==> src/rtl/if_fetch_unit_pkg.sv <==
// Shared fetch-stage definitions: datapath width, reset vector, fetch FSM
// encoding and the word-alignment helper.
package if_fetch_unit_pkg;

    localparam int unsigned XLEN = 32;
    localparam logic [XLEN-1:0] RESET_PC = 32'h0000_3000;

    typedef enum logic [1:0] {
        FETCH = 2'd0,
        WAIT  = 2'd1,
        DROP  = 2'd2
    } fetch_state_e;

    function automatic logic [XLEN-1:0] word_align(input logic [XLEN-1:0] addr);
        return {addr[XLEN-1:2], 2'b00};
    endfunction

endpackage

==> src/rtl/if_skid_buf.sv <==
// One-entry holding register for an instruction/PC pair that arrived while
// the IF/ID register was stalled and already occupied.
module if_skid_buf
    import if_fetch_unit_pkg::*;
(
    input  logic            clk,
    input  logic            reset,
    input  logic            load,
    input  logic            drain,
    input  logic            flush,
    input  logic [XLEN-1:0] load_instr,
    input  logic [XLEN-1:0] load_pc,
    output logic            skid_valid,
    output logic [XLEN-1:0] skid_instr,
    output logic [XLEN-1:0] skid_pc
);

    logic            valid_r;
    logic [XLEN-1:0] instr_r;
    logic [XLEN-1:0] pc_r;

    // Entry update: flush wins over load, load wins over drain.
    always_ff @(posedge clk) begin
        if (reset) begin
            valid_r <= 1'b0;
            instr_r <= 32'd0;
            pc_r    <= 32'd0;
        end else if (flush) begin
            valid_r <= 1'b0;
        end else if (load) begin
            valid_r <= 1'b1;
            instr_r <= load_instr;
            pc_r    <= load_pc;
        end else if (drain) begin
            valid_r <= 1'b0;
        end
    end

    assign skid_valid = valid_r;
    assign skid_instr = instr_r;
    assign skid_pc    = pc_r;

endmodule

==> src/rtl/if_fetch_unit.sv <==
// Instruction-fetch stage: owns the PC, runs a single-outstanding request/ack
// handshake to instruction memory and feeds the IF/ID pipeline register.
module if_fetch_unit
    import if_fetch_unit_pkg::*;
(
    input  logic            clk,
    input  logic            reset,
    input  logic            redirect_valid,
    input  logic [XLEN-1:0] redirect_pc,
    input  logic            stall,
    output logic            imem_req,
    output logic [XLEN-1:0] imem_addr,
    input  logic            imem_ack,
    input  logic [XLEN-1:0] imem_rdata,
    output logic [XLEN-1:0] fetch_pc,
    output logic            ifid_valid,
    output logic [XLEN-1:0] ifid_instr,
    output logic [XLEN-1:0] ifid_pc,
    output logic [XLEN-1:0] ifid_pc4
);

    fetch_state_e    state_r;
    fetch_state_e    state_nxt_s;
    logic [XLEN-1:0] pc_r;
    logic [XLEN-1:0] pc_nxt_s;

    logic            ifid_valid_r;
    logic [XLEN-1:0] ifid_instr_r;
    logic [XLEN-1:0] ifid_pc_r;
    logic [XLEN-1:0] ifid_pc4_r;

    logic            skid_valid_s;
    logic [XLEN-1:0] skid_instr_s;
    logic [XLEN-1:0] skid_pc_s;

    logic            outstanding_s;
    logic            ack_live_s;
    logic            ifid_accept_s;
    logic            skid_load_s;
    logic            skid_drain_s;
    logic            req_s;

    // A redirect in the ack cycle turns that ack into a discard.
    assign outstanding_s = (state_r == WAIT) || (state_r == DROP);
    assign ack_live_s    = (state_r == WAIT) && imem_ack && !redirect_valid;
    assign ifid_accept_s = !stall || !ifid_valid_r;
    assign skid_load_s   = ack_live_s && !ifid_accept_s;
    assign skid_drain_s  = !stall && skid_valid_s;
    assign req_s         = !reset && !redirect_valid && (state_r == FETCH) && !skid_valid_s;

    assign imem_req   = req_s;
    assign imem_addr  = req_s ? word_align(pc_r) : {XLEN{1'b0}};
    assign fetch_pc   = pc_r;
    assign ifid_valid = ifid_valid_r;
    assign ifid_instr = ifid_instr_r;
    assign ifid_pc    = ifid_pc_r;
    assign ifid_pc4   = ifid_pc4_r;

    // Next fetch state and PC; redirect overrides the handshake progress.
    always_comb begin
        state_nxt_s = state_r;
        pc_nxt_s    = pc_r;
        if (redirect_valid) begin
            pc_nxt_s = word_align(redirect_pc);
            if (outstanding_s && !imem_ack) begin
                state_nxt_s = DROP;
            end else begin
                state_nxt_s = FETCH;
            end
        end else begin
            case (state_r)
                FETCH: begin
                    if (!skid_valid_s) begin
                        state_nxt_s = WAIT;
                    end else begin
                        state_nxt_s = FETCH;
                    end
                end
                WAIT: begin
                    if (imem_ack) begin
                        state_nxt_s = FETCH;
                        pc_nxt_s    = pc_r + 32'd4;
                    end else begin
                        state_nxt_s = WAIT;
                    end
                end
                DROP: begin
                    if (imem_ack) begin
                        state_nxt_s = FETCH;
                    end else begin
                        state_nxt_s = DROP;
                    end
                end
                default: state_nxt_s = FETCH;
            endcase
        end
    end

    // FSM and PC registers.
    always_ff @(posedge clk) begin
        if (reset) begin
            state_r <= FETCH;
            pc_r    <= RESET_PC;
        end else begin
            state_r <= state_nxt_s;
            pc_r    <= pc_nxt_s;
        end
    end

    // IF/ID register: skid entry drains before a fresh ack; a bubble fills even under stall.
    always_ff @(posedge clk) begin
        if (reset) begin
            ifid_valid_r <= 1'b0;
            ifid_instr_r <= 32'd0;
            ifid_pc_r    <= 32'd0;
            ifid_pc4_r   <= 32'd0;
        end else if (redirect_valid) begin
            ifid_valid_r <= 1'b0;
        end else if (!stall) begin
            if (skid_valid_s) begin
                ifid_valid_r <= 1'b1;
                ifid_instr_r <= skid_instr_s;
                ifid_pc_r    <= skid_pc_s;
                ifid_pc4_r   <= skid_pc_s + 32'd4;
            end else if (ack_live_s) begin
                ifid_valid_r <= 1'b1;
                ifid_instr_r <= imem_rdata;
                ifid_pc_r    <= pc_r;
                ifid_pc4_r   <= pc_r + 32'd4;
            end else begin
                ifid_valid_r <= 1'b0;
            end
        end else if (ack_live_s && !ifid_valid_r) begin
            ifid_valid_r <= 1'b1;
            ifid_instr_r <= imem_rdata;
            ifid_pc_r    <= pc_r;
            ifid_pc4_r   <= pc_r + 32'd4;
        end
    end

    if_skid_buf u_skid (
        .clk        (clk),
        .reset      (reset),
        .load       (skid_load_s),
        .drain      (skid_drain_s),
        .flush      (redirect_valid),
        .load_instr (imem_rdata),
        .load_pc    (pc_r),
        .skid_valid (skid_valid_s),
        .skid_instr (skid_instr_s),
        .skid_pc    (skid_pc_s)
    );

endmodule

==> config.mk <==
export PLATFORM = sky130hd
export DESIGN_NAME = if_fetch_unit
export DESIGN_NICKNAME = d
export VERILOG_FILES = /design/src/rtl/if_fetch_unit_pkg.sv /design/src/rtl/if_skid_buf.sv /design/src/rtl/if_fetch_unit.sv
export SDC_FILE = /design/constraint.sdc
export NUM_CORES = 1
export LEC_CHECK = 0
export CAP_MARGIN = 20
export CORE_UTILIZATION = 51
export DETAILED_ROUTE_END_ITERATION = 6
export PLACE_DENSITY = 0.81
export SYNTH_ARGS = -nofsm -noshare
export SYNTH_HDL_FRONTEND = slang
export SYNTH_HIERARCHICAL = 1
export SYNTH_SLANG_ARGS = --single-unit
==> constraint.sdc <==
create_clock -name clk -period 3.1 [get_ports clk]
set_clock_uncertainty 0.05 [all_clocks]
set_input_delay 0.465 -clock clk [delete_from_list [all_inputs] [get_ports clk]]
set_output_delay 0.465 -clock clk [all_outputs]
set_load 0.02 [all_outputs]
Word-level counts from Yosys, hierarchy flattened. Index checks and enable logic that the tools add are counted.

Register bits after elaboration: 196. Input bits: 69. Output and inout bits: 162. Word-level logic and storage cells: 72.

Add/subtract/negate cells: 2. Equality and inequality tests: 3. Muxes and demuxes: 28. Bitwise gates (word level): 1. Reduce and logical (&&, ||, !) cells: 28.

Operators with widths (number): two-way mux 32 bit (16); adder 32 x 3 -> 32 bit (second input constant) (2); logical AND 1 bit (9); two-way mux 1 bit (8); zero test 1 bit (7); two-way mux 2 bit (3); one-hot mux 2 bit (3 select lines) (1); AND reduction 2 bit (3); nonzero test 2 bit (3); AND reduction 3 bit (1); nonzero test 3 bit (1); == test 2 x 1 -> 1 bit (second input constant) (1); == test 2 bit (second input constant) (1); zero test 2 bit (1); logical OR 1 bit (2); != test 2 x 1 -> 1 bit (second input constant) (1); OR reduction 2 bit (1); NOT 1 bit (1).

Logic depth before layout (Yosys ltp).
Depth in word-level cells: 6. Gate-level depth with buffers: 10. Gate-level depth less buffers: 7.

Modules after synthesis. The synthesis kept the hierarchy.

By module, submodules not included: if_fetch_unit (instances 1, cells an instance 955, area an instance 7118.1 um2, sequential area each 2542.4 um2); if_skid_buf (instances 1, cells an instance 296, area an instance 3268.1 um2, sequential area each 1301.2 um2).

Worst setup path before layout. No wires, ideal clock.

Path type: register to register. Start: reg pc_r[2] (netlist: fetch_pc[2]). End: reg pc_r[30] (netlist: fetch_pc[30]). Library setup time: 0.091 ns. Arrival: 2.606 ns. Required time: 2.959 ns. Path slack: 0.353 ns. Cell stages (with the launch flop): 8. Path buffers: 1. Path through: dfxtp_1 -> ha_1 -> nand3_1 -> or4_4 -> buf_6 -> or4_4 -> or3_1 -> a311oi_1.

Word-level cells in the longest chain between the ends: 4.

RTL lines: start: declaration (line if_fetch_unit.sv:24) `logic [XLEN-1:0] pc_r;`; start signal: assignment (line if_fetch_unit.sv:106) `pc_r <= pc_nxt_s;`; adder 32 x 3 -> 32 bit (line if_fetch_unit.sv:82) `pc_nxt_s = pc_r + 32'd4;`; two-way mux 32 bit (line if_fetch_unit.sv:80) `if (imem_ack) begin`; two-way mux 32 bit (line if_fetch_unit.sv:71) `case (state_r)`; two-way mux 32 bit (line if_fetch_unit.sv:63) `if (redirect_valid) begin`.

No other way between the ends. The select of a mux whose other input is x is not followed. A chain may end at the register's enable or synchronous reset.

Worst setup path after layout.
Start: reg state_r[0]. End: out imem_addr[21].

Word-level cells in the longest chain between the ends: 4.

RTL lines: start: declaration (line if_fetch_unit.sv:22) `fetch_state_e state_r;`; start signal: assignment (line if_fetch_unit.sv:105) `state_r <= state_nxt_s;`; zero test 2 bit (line if_fetch_unit.sv:49) `assign req_s = !reset && !redirect_valid && (state_r == FETCH) && !skid_valid_s;`; logical AND 1 bit (2 in series) (line if_fetch_unit.sv:49); two-way mux 32 bit (line if_fetch_unit.sv:52) `assign imem_addr = req_s ? word_align(pc_r) : {XLEN{1'b0}};`; end: declaration (line if_fetch_unit.sv:12) `output logic [XLEN-1:0] imem_addr,`.

No other way between the ends.

==> qor.csv <==
metric;value;unit
number of diodes;0;
share of cells above drive strength 1;10.8;%
synth unique cells;57;
headroom to the max-slew limit;43.0;%
Hold/Removal Path Class;primary input to flip-flop;
first-iteration detailed-routing DRC count;882;
RSZ-0062 raised after global routing;no;
CTS Sinks;192;
Reg2Reg Launch Point;fetch_pc[10];
core area;19700;um^2
CTS tree;done;
Rows;51;
root buf cell;clkbuf_16;
Synth Register Bits;192;
sw frac;26.1;%
drt total wl;30000;um
DRC Markers;0;
leakage;0.00451;uW
Hold-fix buffers, CTS;0;
die area;20900;um^2
Final Hold Viols;0;
WL per Instance;17.8;um
Setup CP Type;flip-flop to output pin;
hold slack;0.343;ns
# nets final;1485;
internal power;4260;uW
Initial Util;52.7;%
Flop pwr share;45.0;%
Fin Setup TNS;0;ns
maximum capacitance violations;0;
Syn Area/Cell;8.30;um^2
P&R area growth vs syn;28.8;%
worst skew pair latency;0.44;ns
post-CTS sizing;0;
Synth top area share;37.0;%
status;complete, no violations;
Post-synth top cells;dfxtp_1, nand2_1, nor2_1, clkbuf_1, nand2b_1;
CTS buffer count;17;
postcts setup bufs;0;
initial antenna violation count;0;
Clk network pwr share;42.2;%
FFs w/ async S/R, synth;0;%
proportion of power drawn by combinational gates;12.8;%
H-tree Lvls;4;
yosys warns;6;
Max FO, Critical Path;32;
reg2reg end;ifid_pc4[27];
cell accounting for the most synthesized area;dfxtp_1;
Slew @ Worst Pin;0.856;ns
final core utilization;67.8;%
count leader, synth;dfxtp_1;
total gr overflow;0;
HPWL Detailed;19700;um
sequential area share after synthesis;37.0;%
post-layout minimum cycle time;2.82;ns
reg2reg setup slack;0.33;ns
io pins;231;
Synth Instances;1251;
EDFF count, synth;0;
Critical Path AT;2.31;ns
vias per cell;5.80;
Pre-Repair DR Iteration Count;5;
multi-input combinational cell area;5850;um^2
Startpoint Class;flip-flop;
Die Ht;145;um
post-route ant nets;0;
Register Area;3840;um^2
Die X;145;um
largest cells by area after synthesis;dfxtp_1, nand4bb_1, nand2_1;
All-Layer GR Usage;28.8;%
largest net degree at the start of global routing;98;
f_max;354;MHz
Critical Path Sink Type;output pin;
hold path startpoint;reset;
fin. max-slew vios;0;
pwr/cell area;431;nW/um^2
# fillers;1597;
required time of the critical path;2.58;ns
# port buffers;224;
Worst VDD drop;374;uV
worst r2r path cells;6;
clock slew at reported path FFs;0.07;ns
hold-critical path endpoint;ifid_pc4[14];
first-pass GRT wire length;47200;um
Synth Cell Area;10400;um^2
vias in the first global route;9044;
vias after detailed routing;9782;
hold depth;2;
GPL Wtd Cong;0.865;
# setup viols final;0;
Clock Path Buffers;2;
P_sw;1500;uW
fin crit share;91.1;%
top_reg_cell synth;dfxtp_1;
[cell type report]
cell class | instances | share of cell area (%)
Sequential cell | 192 | 28.7
Tap cell | 265 | 2.48
Clock buffer | 17 | 3.18
Clock inverter | 15 | 1.67
Inverter | 13 | 0.365
Multi-Input combinational cell | 915 | 43.7
Timing Repair Buffer | 271 | 19.8
[power by group through the flow]
stage | clock network [uW] | registers (uW) | logic (uW)
floorplan | 0 | 2710 | 330
global placement | 0 | 2650 | 721
detailed placement | 0 | 2650 | 728
CTS | 2450 | 2600 | 734
global route | 2560 | 2600 | 792
finish | 2430 | 2600 | 736
[through the flow]
step                worst slack [ns]  power, uW  area, um^2  instances
global route                   0.108       5950       13400       1688
global placement               0.447       3370       12700       1656
finish                         0.277       5770       13400       1688
CTS                            0.247       5780       13400       1688
detailed placement             0.411       3380       12700       1656
floorplan                      0.353       3040       10400       1256
[placed cells by master, fill, tap and decap left out, types with 23 or more instances in the layout]
cell type / n
buf_4: 42
nand3_1: 25
nor4_1: 23
o21ai_2: 60
xor2_1: 27
and2_1: 34
nand2_1: 185
nor3_1: 38
clkdlybuf4s50_1: 222
xnor2_1: 31
nand2b_1: 65
a311oi_1: 64
nor2_1: 114
dfxtp_1: 192
nand4bb_1: 64
a21oi_1: 23
[routing by layer]
layer | vias up | routed length [um] | track usage (%)
met4 | 0 | 627 | 10.3
met5 | - | 0 | 0
met3 | 47 | 2260 | 4.38
li1 | 4735 | - | -
met1 | 4565 | 13300 | 39.3
met2 | 435 | 13900 | 45.9
[how the worst max path moves through the flow]
stage / startpoint / slack (ns) / endpoint
final: state_r[0] / 0.28 / imem_addr[21]
after global routing: state_r[0] / 0.11 / imem_addr[2]
after CTS: state_r[0] / 0.25 / imem_addr[2]
after detailed placement: imem_ack / 0.41 / u_skid/skid_instr[20]
after global placement: imem_ack / 0.45 / u_skid/skid_instr[6]
after floorplan: fetch_pc[2] / 0.35 / fetch_pc[30]
[sequential cells by signal (all words and copies together) (netlist names)]
register           count
ifid_pc4              30
fetch_pc              30
ifid_instr            32
u_skid/skid_instr     32
ifid_valid             1
state_r                2
ifid_pc               32
u_skid/skid_pc        32
u_skid/skid_valid      1
[worst max-delay path, stage by stage, from the launching register on]
cell and delay, ns:
dfxtp_1 0.33, inv_1 0.09, ha_1 0.16, nor4b_2 0.19
buf_4 0.31, and2_1 0.18, clkdlybuf4s50_1 0.60
[logic make-up (layout without fill, tap and decap cells)]
family                     count (synthesis)  after routing  synth area share (%)
adders and majority gates                  6              6                 0.723
buffers and inverters                    149            316                  7.13
and+or+nand+nor                          605            605                  32.0
AOI/OAI and AO/OA                        235            235                  17.8
muxes                                      5              5                 0.482
other                                      1              6                0.0361
DFF                                      192            192                  37.0
xor gates and xnor gates                  58             58                  4.89
Note: power is estimated with default switching activity, not from simulation.
